### src/rtl/rf_access_pkg.sv
// Shared encodings and default widths for the reg_file access engine.
package rf_access_pkg;

    localparam int DEF_DATA_WIDTH = 32;
    localparam int DEF_ADDR_WIDTH = 8;

    typedef enum logic [1:0] {
        OP_FILL  = 2'd0,
        OP_COPY  = 2'd1,
        OP_CHECK = 2'd2,
        OP_RSVD  = 2'd3
    } op_e;

    typedef enum logic [2:0] {
        ST_IDLE  = 3'd0,
        ST_FILL  = 3'd1,
        ST_COPY  = 3'd2,
        ST_CHECK = 3'd3,
        ST_DRAIN = 3'd4,
        ST_DONE  = 3'd5
    } state_e;

endpackage

### src/rtl/rf_addr_seq.sv
// Block address walker: current address, remaining count and a last flag,
// stepping ascending or descending with wrap modulo the address space.
module rf_addr_seq
    import rf_access_pkg::*;
#(
    parameter int ADDR_WIDTH = DEF_ADDR_WIDTH
) (
    input  logic                  clk,
    input  logic                  rst,
    input  logic                  load_i,
    input  logic [ADDR_WIDTH-1:0] base_i,
    input  logic [ADDR_WIDTH:0]   len_i,
    input  logic                  desc_i,
    input  logic                  step_i,
    output logic [ADDR_WIDTH-1:0] addr_o,
    output logic                  last_o
);

    logic [ADDR_WIDTH-1:0] addr_q, addr_d;
    logic [ADDR_WIDTH:0]   cnt_q, cnt_d;
    logic                  desc_q, desc_d;

    always_comb begin
        addr_d = addr_q;
        cnt_d  = cnt_q;
        desc_d = desc_q;
        if (load_i) begin
            // Descending walks start at the top word of the block.
            addr_d = desc_i ? (base_i + len_i[ADDR_WIDTH-1:0] - ADDR_WIDTH'(1)) : base_i;
            cnt_d  = len_i;
            desc_d = desc_i;
        end else if (step_i) begin
            addr_d = desc_q ? (addr_q - ADDR_WIDTH'(1)) : (addr_q + ADDR_WIDTH'(1));
            cnt_d  = cnt_q - (ADDR_WIDTH+1)'(1);
        end
    end

    always_ff @(posedge clk) begin
        if (rst) begin
            addr_q <= '0;
            cnt_q  <= '0;
            desc_q <= 1'b0;
        end else begin
            addr_q <= addr_d;
            cnt_q  <= cnt_d;
            desc_q <= desc_d;
        end
    end

    assign addr_o = addr_q;
    assign last_o = (cnt_q == (ADDR_WIDTH+1)'(1));

endmodule

### src/rtl/rf_access_engine.sv
// Block FILL/COPY/CHECK initiator for reg_file. CHECK support is built only
// when RF_ACCESS_CHECK_EN is defined; otherwise op 2 behaves as reserved.
module rf_access_engine
    import rf_access_pkg::*;
#(
    parameter int DATA_WIDTH = DEF_DATA_WIDTH,
    parameter int ADDR_WIDTH = DEF_ADDR_WIDTH
) (
    input  logic                  clk,
    input  logic                  rst,
    input  logic                  cmd_valid,
    output logic                  cmd_ready,
    input  logic [1:0]            cmd_op,
    input  logic [ADDR_WIDTH-1:0] cmd_src,
    input  logic [ADDR_WIDTH-1:0] cmd_dst,
    input  logic [ADDR_WIDTH:0]   cmd_len,
    input  logic [DATA_WIDTH-1:0] cmd_data,
    output logic                  busy,
    output logic                  done,
    output logic                  err,
    output logic [ADDR_WIDTH-1:0] err_addr,
    output logic                  rf_wr_en,
    output logic                  rf_rd_en,
    output logic [ADDR_WIDTH-1:0] rf_wr_a,
    output logic [ADDR_WIDTH-1:0] rf_rd_a,
    output logic [DATA_WIDTH-1:0] rf_wr_d,
    input  logic [DATA_WIDTH-1:0] rf_rd_d
);

    state_e                state_q, state_d;
    logic                  cmd_ready_q, cmd_ready_d;
    logic                  busy_q, busy_d;
    logic                  done_q, done_d;
    logic                  rd_en_q, rd_en_d;
    logic                  wr_en_q, wr_en_d;
    logic                  pass_q, pass_d;
    logic [DATA_WIDTH-1:0] wr_d_q, wr_d_d;

    logic                  accept;
    logic                  rd_step, wr_step;
    logic                  rd_last, wr_last;
    logic [ADDR_WIDTH-1:0] rd_addr, wr_addr;
    logic [ADDR_WIDTH-1:0] rd_base;
    logic [ADDR_WIDTH-1:0] cmd_off;
    logic                  copy_desc, seq_desc;

    assign accept  = cmd_valid & cmd_ready_q;
    assign rd_base = (op_e'(cmd_op) == OP_COPY) ? cmd_src : cmd_dst;

    // Walk top-down when the destination lands inside the source block, so
    // no source word is overwritten before it is read. A full-space shift by
    // -1 walks upward instead so read and write never share an address.
    assign cmd_off   = cmd_dst - cmd_src;
    assign copy_desc = (cmd_off != '0) && ({1'b0, cmd_off} < cmd_len)
                       && !(cmd_len[ADDR_WIDTH] && (&cmd_off));
    assign seq_desc  = (op_e'(cmd_op) == OP_COPY) && copy_desc;

    rf_addr_seq #(.ADDR_WIDTH(ADDR_WIDTH)) u_rd_seq (
        .clk    (clk),
        .rst    (rst),
        .load_i (accept),
        .base_i (rd_base),
        .len_i  (cmd_len),
        .desc_i (seq_desc),
        .step_i (rd_step),
        .addr_o (rd_addr),
        .last_o (rd_last)
    );

    rf_addr_seq #(.ADDR_WIDTH(ADDR_WIDTH)) u_wr_seq (
        .clk    (clk),
        .rst    (rst),
        .load_i (accept),
        .base_i (cmd_dst),
        .len_i  (cmd_len),
        .desc_i (seq_desc),
        .step_i (wr_step),
        .addr_o (wr_addr),
        .last_o (wr_last)
    );

`ifdef RF_ACCESS_CHECK_EN
    logic [DATA_WIDTH-1:0] data_q;
    logic                  cmp_vld_q, cmp_vld_d;
    logic [ADDR_WIDTH-1:0] cmp_addr_q, cmp_addr_d;
    logic                  err_q, err_d;
    logic [ADDR_WIDTH-1:0] err_addr_q, err_addr_d;
    logic                  mism;

    assign mism = cmp_vld_q && (rf_rd_d != data_q);
`endif

    always_comb begin
        state_d     = state_q;
        cmd_ready_d = cmd_ready_q;
        busy_d      = busy_q;
        done_d      = 1'b0;
        rd_en_d     = 1'b0;
        wr_en_d     = 1'b0;
        pass_d      = 1'b0;
        wr_d_d      = wr_d_q;
        rd_step     = 1'b0;
        wr_step     = 1'b0;
`ifdef RF_ACCESS_CHECK_EN
        err_d       = err_q;
        err_addr_d  = err_addr_q;
        cmp_vld_d   = 1'b0;
        cmp_addr_d  = cmp_addr_q;
`endif
        case (state_q)
            ST_IDLE: begin
                if (accept) begin
                    cmd_ready_d = 1'b0;
`ifdef RF_ACCESS_CHECK_EN
                    err_d       = 1'b0;
                    err_addr_d  = '0;
`endif
                    if (cmd_len == '0) begin
                        state_d = ST_DONE;
                        done_d  = 1'b1;
                    end else begin
                        case (op_e'(cmd_op))
                            OP_FILL: begin
                                state_d = ST_FILL;
                                busy_d  = 1'b1;
                                wr_en_d = 1'b1;
                                wr_d_d  = cmd_data;
                            end
                            OP_COPY: begin
                                state_d = ST_COPY;
                                busy_d  = 1'b1;
                                rd_en_d = 1'b1;
                            end
`ifdef RF_ACCESS_CHECK_EN
                            OP_CHECK: begin
                                state_d = ST_CHECK;
                                busy_d  = 1'b1;
                                rd_en_d = 1'b1;
                            end
`endif
                            default: begin
                                state_d = ST_DONE;
                                done_d  = 1'b1;
                            end
                        endcase
                    end
                end
            end
            ST_FILL: begin
                if (wr_last) begin
                    state_d = ST_DONE;
                    done_d  = 1'b1;
                    busy_d  = 1'b0;
                end else begin
                    wr_step = 1'b1;
                    wr_en_d = 1'b1;
                end
            end
            ST_COPY: begin
                // Every read issued now becomes next cycle's write.
                wr_en_d = 1'b1;
                pass_d  = 1'b1;
                wr_step = wr_en_q;
                if (rd_last) begin
                    state_d = ST_DRAIN;
                end else begin
                    rd_step = 1'b1;
                    rd_en_d = 1'b1;
                end
            end
`ifdef RF_ACCESS_CHECK_EN
            ST_CHECK: begin
                if (mism) begin
                    err_d      = 1'b1;
                    err_addr_d = cmp_addr_q;
                    state_d    = ST_DONE;
                    done_d     = 1'b1;
                    busy_d     = 1'b0;
                end else begin
                    cmp_vld_d  = 1'b1;
                    cmp_addr_d = rd_addr;
                    if (rd_last) begin
                        state_d = ST_DRAIN;
                    end else begin
                        rd_step = 1'b1;
                        rd_en_d = 1'b1;
                    end
                end
            end
`endif
            ST_DRAIN: begin
`ifdef RF_ACCESS_CHECK_EN
                if (mism) begin
                    err_d      = 1'b1;
                    err_addr_d = cmp_addr_q;
                end
`endif
                state_d = ST_DONE;
                done_d  = 1'b1;
                busy_d  = 1'b0;
            end
            ST_DONE: begin
                state_d     = ST_IDLE;
                cmd_ready_d = 1'b1;
            end
            default: begin
                state_d     = ST_IDLE;
                cmd_ready_d = 1'b1;
                busy_d      = 1'b0;
            end
        endcase
    end

    always_ff @(posedge clk) begin
        if (rst) begin
            state_q     <= ST_IDLE;
            cmd_ready_q <= 1'b1;
            busy_q      <= 1'b0;
            done_q      <= 1'b0;
            rd_en_q     <= 1'b0;
            wr_en_q     <= 1'b0;
            pass_q      <= 1'b0;
            wr_d_q      <= '0;
        end else begin
            state_q     <= state_d;
            cmd_ready_q <= cmd_ready_d;
            busy_q      <= busy_d;
            done_q      <= done_d;
            rd_en_q     <= rd_en_d;
            wr_en_q     <= wr_en_d;
            pass_q      <= pass_d;
            wr_d_q      <= wr_d_d;
        end
    end

`ifdef RF_ACCESS_CHECK_EN
    always_ff @(posedge clk) begin
        if (rst) begin
            cmp_vld_q  <= 1'b0;
            err_q      <= 1'b0;
            err_addr_q <= '0;
        end else begin
            cmp_vld_q  <= cmp_vld_d;
            err_q      <= err_d;
            err_addr_q <= err_addr_d;
        end
    end

    always_ff @(posedge clk) begin
        cmp_addr_q <= cmp_addr_d;
        if (accept) begin
            data_q <= cmd_data;
        end
    end

    // A read already queued behind the first mismatch is suppressed.
    assign rf_rd_en = rd_en_q & ~((state_q == ST_CHECK) & mism);
    assign err      = err_q;
    assign err_addr = err_addr_q;
`else
    assign rf_rd_en = rd_en_q;
    assign err      = 1'b0;
    assign err_addr = '0;
`endif

    assign cmd_ready = cmd_ready_q;
    assign busy      = busy_q;
    assign done      = done_q;
    assign rf_wr_en  = wr_en_q;
    assign rf_rd_a   = rd_addr;
    assign rf_wr_a   = wr_addr;
    // COPY forwards read data straight into the write a cycle after the read.
    assign rf_wr_d   = pass_q ? rf_rd_d : wr_d_q;

endmodule

### config.mk
export PLATFORM = sky130hd
export DESIGN_NAME = rf_access_engine
export DESIGN_NICKNAME = d
export VERILOG_FILES = /design/src/rtl/rf_access_pkg.sv /design/src/rtl/rf_addr_seq.sv /design/src/rtl/rf_access_engine.sv
export SDC_FILE = /design/constraint.sdc
export NUM_CORES = 1
export LEC_CHECK = 0
export ABC_AREA = 1
export ABC_CLOCK_PERIOD_IN_PS = 6030
export CAP_MARGIN = 40
export CORE_MARGIN = 5
export CORE_UTILIZATION = 54
export DETAILED_ROUTE_END_ITERATION = 10
export PLACE_DENSITY = 0.87
export SYNTH_ARGS = -nofsm -noshare
export SYNTH_HDL_FRONTEND = slang
export SYNTH_SLANG_ARGS = --single-unit
### constraint.sdc
create_clock -name clk -period 6.03 [get_ports clk]
set_input_delay 1.5075 -clock clk [delete_from_list [all_inputs] [get_ports clk]]
set_output_delay 1.5075 -clock clk [all_outputs]
set_load 0.05 [all_outputs]
==> summary.txt, run 1 <==
Outcome
  – Status: finished, final reports clean

Route
  – Routed wire length: 17.51 mm
  – DRC Markers: 0
  – Routed WL per cell: 14.84 µm
  – First-pass DRT Iterations: 6
  – Antenna-violating nets left: 0
  – Vias: 6267
  – Iteration-0 DRC Markers: 451
  – Vias per inst: 5.311

Die
  – Chip Width: 115.9 µm
  – Core area: 10940 µm²
  – Initial Util: 0.5534
  – Die area: 13420 µm²
  – Core Rows: 38
  – Die Span Y: 115.9 µm
  – Ports: 156

GRT
  – GR Util All Layers: 0.2544
  – Initial antenna violation count: 0
  – Congestion Overflow GR: 0
  – Global-route wire length before repair: 27.59 mm
  – Pin count of the biggest net entering global routing: 66
  – Vias in the first global route: 5749

Timing
  – Worst slew pin tran: 822.6 ps
  – Worst slew margin: 0.4496
  – Final Hold Viols: 0
  – RSZ-0062 raised after global routing: no
  – Final Slew Violations: 0
  – Period utilisation layout: 0.7936
  – Final setup fails: 0
  – Fmax: 209.0 MHz
  – Post-Route Skew: 6.678 ps
  – TNS Setup: 0 ps
  – Min Tclk post-route: 4786 ps

Clocking
  – Post-cts resize count: 0
  – Clk_lat worst skew: 340 ps
  – CTS Buffer Depth: 2
  – CTS Sinks: 76
  – Root Driver: clkbuf_16
  – # H-tree levels: 3
  – CTS Hold Buffers Added: 0
  – CTS buffer count: 9
  – Clock slew at reported path FFs: 60 ps
  – CTS tree: built
  – Setup bufs post-CTS: 0

Worst setup path
  – Worst EP required: 6270 ps
  – CP Data Arrival Time: 5020 ps
  – Worst Setup End Kind: register
  – Crit Path Max Fanout: 27
  – Critical path class: primary input to register
  – Startpoint types: primary input

Yosys
  – Syn Area/Cell: 6.665 µm²
  – Synth async-reset ratio: 0
  – Top_reg_cell synth: dfxtp_1
  – Post-synthesis sequential area ratio: 0.2514
  – Top cells by area, synth: dfxtp_1 25%, ha_1 12%, nand2_1 11%, inv_1 9.9%, o21ai_0 8.8%
  – Synthesized area: 6052 µm²
  – Synth warnings: 0
  – Netlist cell types: 44
  – Cells after Synth: 908
  – Yosys top cell by area: dfxtp_1
  – Synth top area share: 0.2514
  – Flops & latches, synth: 76
  – Post-synth EDFFs: 0

Cells and area
  – Final non-filler cell total: 1180
  – Commonest non-fill, non-tap cell in the layout: nand2_1
  – Commonest cells after routing, fill and taps aside: 174 x nand2_1, 160 x inv_1, 146 x clkdlybuf4s50_1
  – Design Area, Final: 7865 µm²
  – Area growth syn-to-layout: 29.96%
  – Fin nets: 1190
  – Share of layout cells above drive strength 1: 0.05000
  – Layout fillers: 938
  – # diodes: 0

Place
  – I/O Buffers: 146
  – Hpwl dp: 13.81 mm
  – Placed cell area: 7546 µm²
  – Gpl congestion: 0.9548
  – Placed insts: 1164

Hold path
  – Min-Delay Path Class: register to register

Power
  – Power per Cell Area: 334.0 nW/µm²
  – VDD IR max: 201.6 µV
  – Static Leak: 3.587 nW

Flow run
  – Max Cap Viol: 0
where the power goes:
part / internal [W] / switching [W] / leakage, nW
sequential: 0.000605 / 0.0000833 / 0.624
clock: 0.000373 / 0.000211 / 0.153
combinational: 0.000495 / 0.000860 / 2.81
total: 0.00147 / 0.00115 / 3.59
layout make-up:
cell class                 count  area (µm²)  share of cell area
clock buffer                  12       246.5             0.03134
inverter                     162       608.1             0.07731
sequential                    76        1523              0.1936
tap                          140       175.2             0.02227
multi-input combinational    634        3721              0.4731
clock inverter                 4       72.57            0.009227
timing repair buffer         152        1519              0.1931
worst paths after layout:
kind                                      from                              end  slack, ps  depth (start not counted)
setup / recovery                    cmd_dst[0]  u_wr_seq.addr_o[3]$_SDFFE_PP0P_       1240                         21
hold / removal          wr_d_q[2]$_SDFFE_PP0P_           wr_d_q[2]$_SDFFE_PP0P_        450                          2
setup reg to reg  u_wr_seq.desc_q$_SDFFE_PP0P_  u_rd_seq.addr_o[6]$_SDFFE_PP0P_       3530                         13
hold reg to reg         wr_d_q[2]$_SDFFE_PP0P_           wr_d_q[2]$_SDFFE_PP0P_        450                          2
synth_stat cells, types with 2 or more instances:
cell / count
nor3_1: 8
dfxtp_1: 76
buf_4: 10
nand2_2: 5
nor2_2: 4
o21bai_1: 2
a21oi_2: 3
nand4_1: 18
inv_2: 2
nand3_2: 3
nand3_1: 35
buf_2: 5
o21ai_1: 4
buf_6: 3
inv_1: 160
ha_1: 56
o21ai_2: 4
xor2_1: 15
nand2_4: 2
or2_2: 2
a21oi_1: 83
xnor2_1: 15
nand3b_1: 2
a31oi_1: 16
fa_1: 5
nor2_1: 38
o21ai_0: 106
a211oi_1: 2
nor2_4: 2
a21o_1: 4
o211ai_1: 7
nand2_1: 174
clkbuf_1: 26
registers in the layout, indices dropped and copies added (netlist names), 3 cells and up:
name             count
u_wr_seq.addr_o      8
state_q              3
wr_d_q              32
u_rd_seq.addr_o      8
u_wr_seq.cnt_q       9
u_rd_seq.cnt_q       9
logic make-up (layout without fill, tap and decap cells):
group,after synthesis,after routing,synth area share
and+or+nand+nor,299,299,0.2216
AOI/OAI and AO/OA,235,235,0.2119
buffers and inverters,206,330,0.1387
DFF,76,76,0.2514
adders and majority gates,61,61,0.1323
xor gates and xnor gates,30,30,0.04342
other,1,9,0.0006196
critical path, cell delays in order:
cell             delay, ps
clkdlybuf4s50_1        430
inv_1                  110
ha_1                   150
inv_1                   70
fa_1                   410
nand2_1                100
nand3_2                 90
nand3_2                 90
nand2_1                 70
nand2_1                 70
nand2_1                 70
ha_1                   300
a21o_1                 160
a22oi_1                130
nand2_1                 80
a21oi_2                320
nand4_4                410
a21oi_1                260
o21ai_1                 90
nand2_1                 70
inv_1                   40
per-stage QoR:
| step | total power (W) | hold slack (ps) | setup WS, ps | util |
|---|---|---|---|---|
| floorplan | 0.001661 | 424.4 | 1814 | - |
| global placement | 0.002007 | 433.6 | 1021 | 0.6882 |
| detailed placement | 0.002038 | 442.8 | 930.8 | 0.6900 |
| CTS | 0.002625 | 450.8 | 1279 | 0.7192 |
| global route | 0.002802 | 475.4 | 896.9 | 0.7192 |
| finish | 0.002627 | 448.7 | 1244 | 0.7192 |
metal layers:
| layer | track usage | routed length, µm | vias up |
|---|---|---|---|
| met1 | 0.3223 | 7449 | 2805 |
| li1 | - | - | 3196 |
| met5 | 0 | 0 | - |
| met2 | 0.4392 | 8301 | 226 |
| met3 | 0.03394 | 1237 | 40 |
| met4 | 0.09667 | 518 | 0 |
Note: power is estimated with default switching activity, not from simulation.
==> run 2, diff against run 1 <==
--- a/config.mk
+++ b/config.mk
@@ -6,12 +6,12 @@
 export NUM_CORES = 1
 export LEC_CHECK = 0
 export ABC_AREA = 1
-export ABC_CLOCK_PERIOD_IN_PS = 6030
+export ABC_CLOCK_PERIOD_IN_PS = 3950
 export CAP_MARGIN = 40
 export CORE_MARGIN = 5
-export CORE_UTILIZATION = 54
+export CORE_UTILIZATION = 45
 export DETAILED_ROUTE_END_ITERATION = 10
-export PLACE_DENSITY = 0.87
+export PLACE_DENSITY = 0.77
 export SYNTH_ARGS = -nofsm -noshare
 export SYNTH_HDL_FRONTEND = slang
 export SYNTH_SLANG_ARGS = --single-unit
==> constraint.sdc (replaced) <==
create_clock -name clk -period 3.95 [get_ports clk]
set_input_delay 0.9875 -clock clk [delete_from_list [all_inputs] [get_ports clk]]
set_output_delay 0.9875 -clock clk [all_outputs]
set_load 0.05 [all_outputs]
==> run 2 against run 1 <==
- hold slack got worse by 3.5 ps
- die area rose by 18%
- first-iteration DRC count rose by 39%
- sequential share of layout area fell by 0.88 points
- utilization fell by 9.4 points
- via count rose by 1.8%
- sequential power rose by 53%
- setup slack got worse by 1100 ps
- clock-buffer cell count fell by 1
- non-clock buffer count rose by 33
- largest cell class unchanged
- largest power group unchanged
==> summary.txt, run 2 (synthesized netlist as in run 1, its figures left out) <==
Power
  – Static Leak: 3.768 nW
  – Power per Cell Area: 487.0 nW/µm²
  – VDD IR max: 254.7 µV

Worst setup path
  – Crit Path Max Fanout: 7
  – R2r endpoint: u_wr_seq.addr_o[6]$_SDFFE_PP0P_
  – Most used cell, CP: nand2_1
  – CP delay by family, top: buffers and inverters
  – Largest stage delay on the critical path: 420 ps
  – CP max-delay cell: clkdlybuf4s50_1
  – Worst Setup End Kind: register
  – Worst EP required: 4210 ps
  – Worst path depth: 21
  – Critical path class: primary input to register
  – Reg2Reg Depth: 13
  – Crit-path cells: clkdlybuf4s50_1, inv_1, ha_1, inv_1, fa_2, nand2_1, nand3_2, buf_4, nand3_1, nand2_1, ha_4, a21oi_1, o21ai_1, nand2_1, nand2_1, a21oi_4, nand4_4, buf_8, o21ai_0, inv_1, a21oi_1
  – CP Data Arrival Time: 4050 ps
  – Startpoint types: primary input
  – Worst Path Buf+Inv: 6
  – R2R Path Start: u_wr_seq.desc_q$_SDFFE_PP0P_
  – Reg2reg setup slack: 1410 ps

Place
  – Placed insts: 1231
  – I/O Buffers: 146
  – Gpl congestion: 0.9199
  – Hpwl dp: 13.90 mm

Clocking
  – CTS Hold Buffers Added: 0
  – Clock slew at reported path FFs: 60 ps
  – CTS Sinks: 76
  – CTS tree: built
  – Clk_lat worst skew: 340 ps
  – CTS buffer count: 9
  – # H-tree levels: 3
  – Root Driver: clkbuf_16
  – CTS Buffer Depth: 2

Timing
  – TNS Setup: 0 ps
  – Worst slew margin: 0.5305
  – Final Hold Viols: 0
  – Final setup fails: 0
  – Worst slew pin tran: 703.3 ps
  – Min Tclk post-route: 3787 ps
  – Period utilisation layout: 0.9587
  – Fmax: 264.1 MHz
  – Post-Route Skew: 10.34 ps
  – Final Slew Violations: 0

Cells and area
  – # diodes: 0
  – Commonest cells after routing, fill and taps aside: 173 x nand2_1, 160 x inv_1, 146 x clkdlybuf4s50_1
  – Final non-filler cell total: 1248
  – Fin nets: 1223
  – Area growth syn-to-layout: 36.16%
  – Share of layout cells above drive strength 1: 0.08675
  – Biggest regs: wr_d_q x32, u_rd_seq.cnt_q x9, u_wr_seq.cnt_q x9
  – Commonest non-fill, non-tap cell in the layout: nand2_1
  – Largest Register: wr_d_q
  – Largest register FFs: 32

Hold path
  – WHS Path Cells: 2
  – Worst Hold Launch: wr_d_q[6]$_SDFFE_PP0P_
  – Hold Path Sink: wr_d_q[6]$_SDFFE_PP0P_
  – Min-Delay Path Class: register to register

Route
  – Vias per inst: 5.112
  – Iteration-0 DRC Markers: 626
  – Antenna-violating nets left: 0
  – Routed WL per cell: 14.07 µm
  – DRC Markers: 0
  – Routed wire length: 17.56 mm
  – Vias: 6380
  – First-pass DRT Iterations: 5

GRT
  – Vias in the first global route: 5605
  – Congestion Overflow GR: 0
  – Pin count of the biggest net entering global routing: 65
  – Initial antenna violation count: 0
  – Global-route wire length before repair: 27.92 mm
  – GR Util All Layers: 0.2100

Die
  – Core Rows: 42
  – Core area: 13190 µm²
  – Initial Util: 0.4588
  – Die Span Y: 126.0 µm
  – Die area: 15870 µm²
  – Chip Width: 126.0 µm
  – Ports: 156

Flow run
  – Max Cap Viol: 0

Outcome
  – Status: finished, final reports clean
==> run 2: cell types whose count changed in the layout (fill, tap and decap cells not counted), moves of 2 or more <==
cell	before	now
buf_4	5	34
buf_8	0	2
clkbuf_16	9	11
ha_1	56	54
ha_4	0	2
a21oi_1	83	81
clkbuf_1	2	0
==> run 2: worst max-delay path by stage <==
stage | from | end | slack (ps)
final | cmd_dst[0] | u_wr_seq.addr_o[6]$_SDFFE_PP0P_ | 160
after detailed placement | cmd_dst[0] | u_wr_seq.addr_o[4]$_SDFFE_PP0P_ | -180
after global routing | cmd_src[2] | u_wr_seq.addr_o[4]$_SDFFE_PP0P_ | -50
after floorplan | cmd_dst[0] | u_wr_seq.addr_o[3]$_SDFFE_PP0P_ | 250
after global placement | cmd_dst[0] | u_wr_seq.addr_o[4]$_SDFFE_PP0P_ | -100
after CTS | cmd_dst[0] | u_wr_seq.addr_o[4]$_SDFFE_PP0P_ | 160
==> run 2: report_power, final <==
part / total [W] / switching (W) / internal, W
clock network: 0.000827 / 0.000308 / 0.000519
registers: 0.00105 / 0.000127 / 0.000923
logic: 0.00214 / 0.00133 / 0.000808
total: 0.00401 / 0.00176 / 0.00225
==> run 2: timing repair <==
action | CTS | global route
gates resized for setup | 0 | 13
setup endpoints to repair | 0 | 13
setup buffers | 0 | 0
==> run 2: worst register-to-register path, stage by stage, from the launching register on <==
cell and delay, ps:
dfxtp_1 770, inv_1 190, fa_1 390, inv_1 100, a21oi_1 70, o21ai_0 180
nand2_1 100, nand2_1 70, a21oi_1 70, xnor2_1 190, nand2_1 80, nand2_1 70
nand2_1 40, a21oi_1 130
==> run 2: metrics by stage <==
| stage | hold WS (ps) | util | area [µm²] | power (W) | setup slack, ps |
|---|---|---|---|---|---|
| 2_1_floorplan | 424.4 | - | 6082 | 0.002536 | 253.6 |
| 3_3_place_gp | 434.3 | 0.5911 | 7796 | 0.003119 | -97.23 |
| 3_5_place_dp | 438.8 | 0.5932 | 7824 | 0.003158 | -185.0 |
| 4_1_cts | 447.2 | 0.6160 | 8125 | 0.003994 | 161.2 |
| 5_1_grt | 464.7 | 0.6247 | 8240 | 0.004294 | -49.90 |
| 6_report | 445.2 | 0.6247 | 8240 | 0.004013 | 163.2 |
==> run 2: area by class of cell <==
| cell class | count | area (µm²) |
|---|---|---|
| clock buffers | 11 | 252.7 |
| clock inverters | 4 | 48.80 |
| fillers | 1198 | 4950 |
| inverters | 162 | 608.1 |
| multi-input cells | 634 | 3771 |
| flip-flops and latches | 76 | 1523 |
| well taps | 176 | 220.2 |
| repair buffers | 185 | 1817 |
==> run 2: metal layers <==
metal | GRT usage | vias to the layer above | routed length, µm
li1 | - | 3268 | -
met1 | 0.2810 | 2862 | 7732
met2 | 0.3477 | 222 | 8216
met3 | 0.03810 | 28 | 1308
met4 | 0.05868 | 0 | 302
met5 | 0 | - | 0
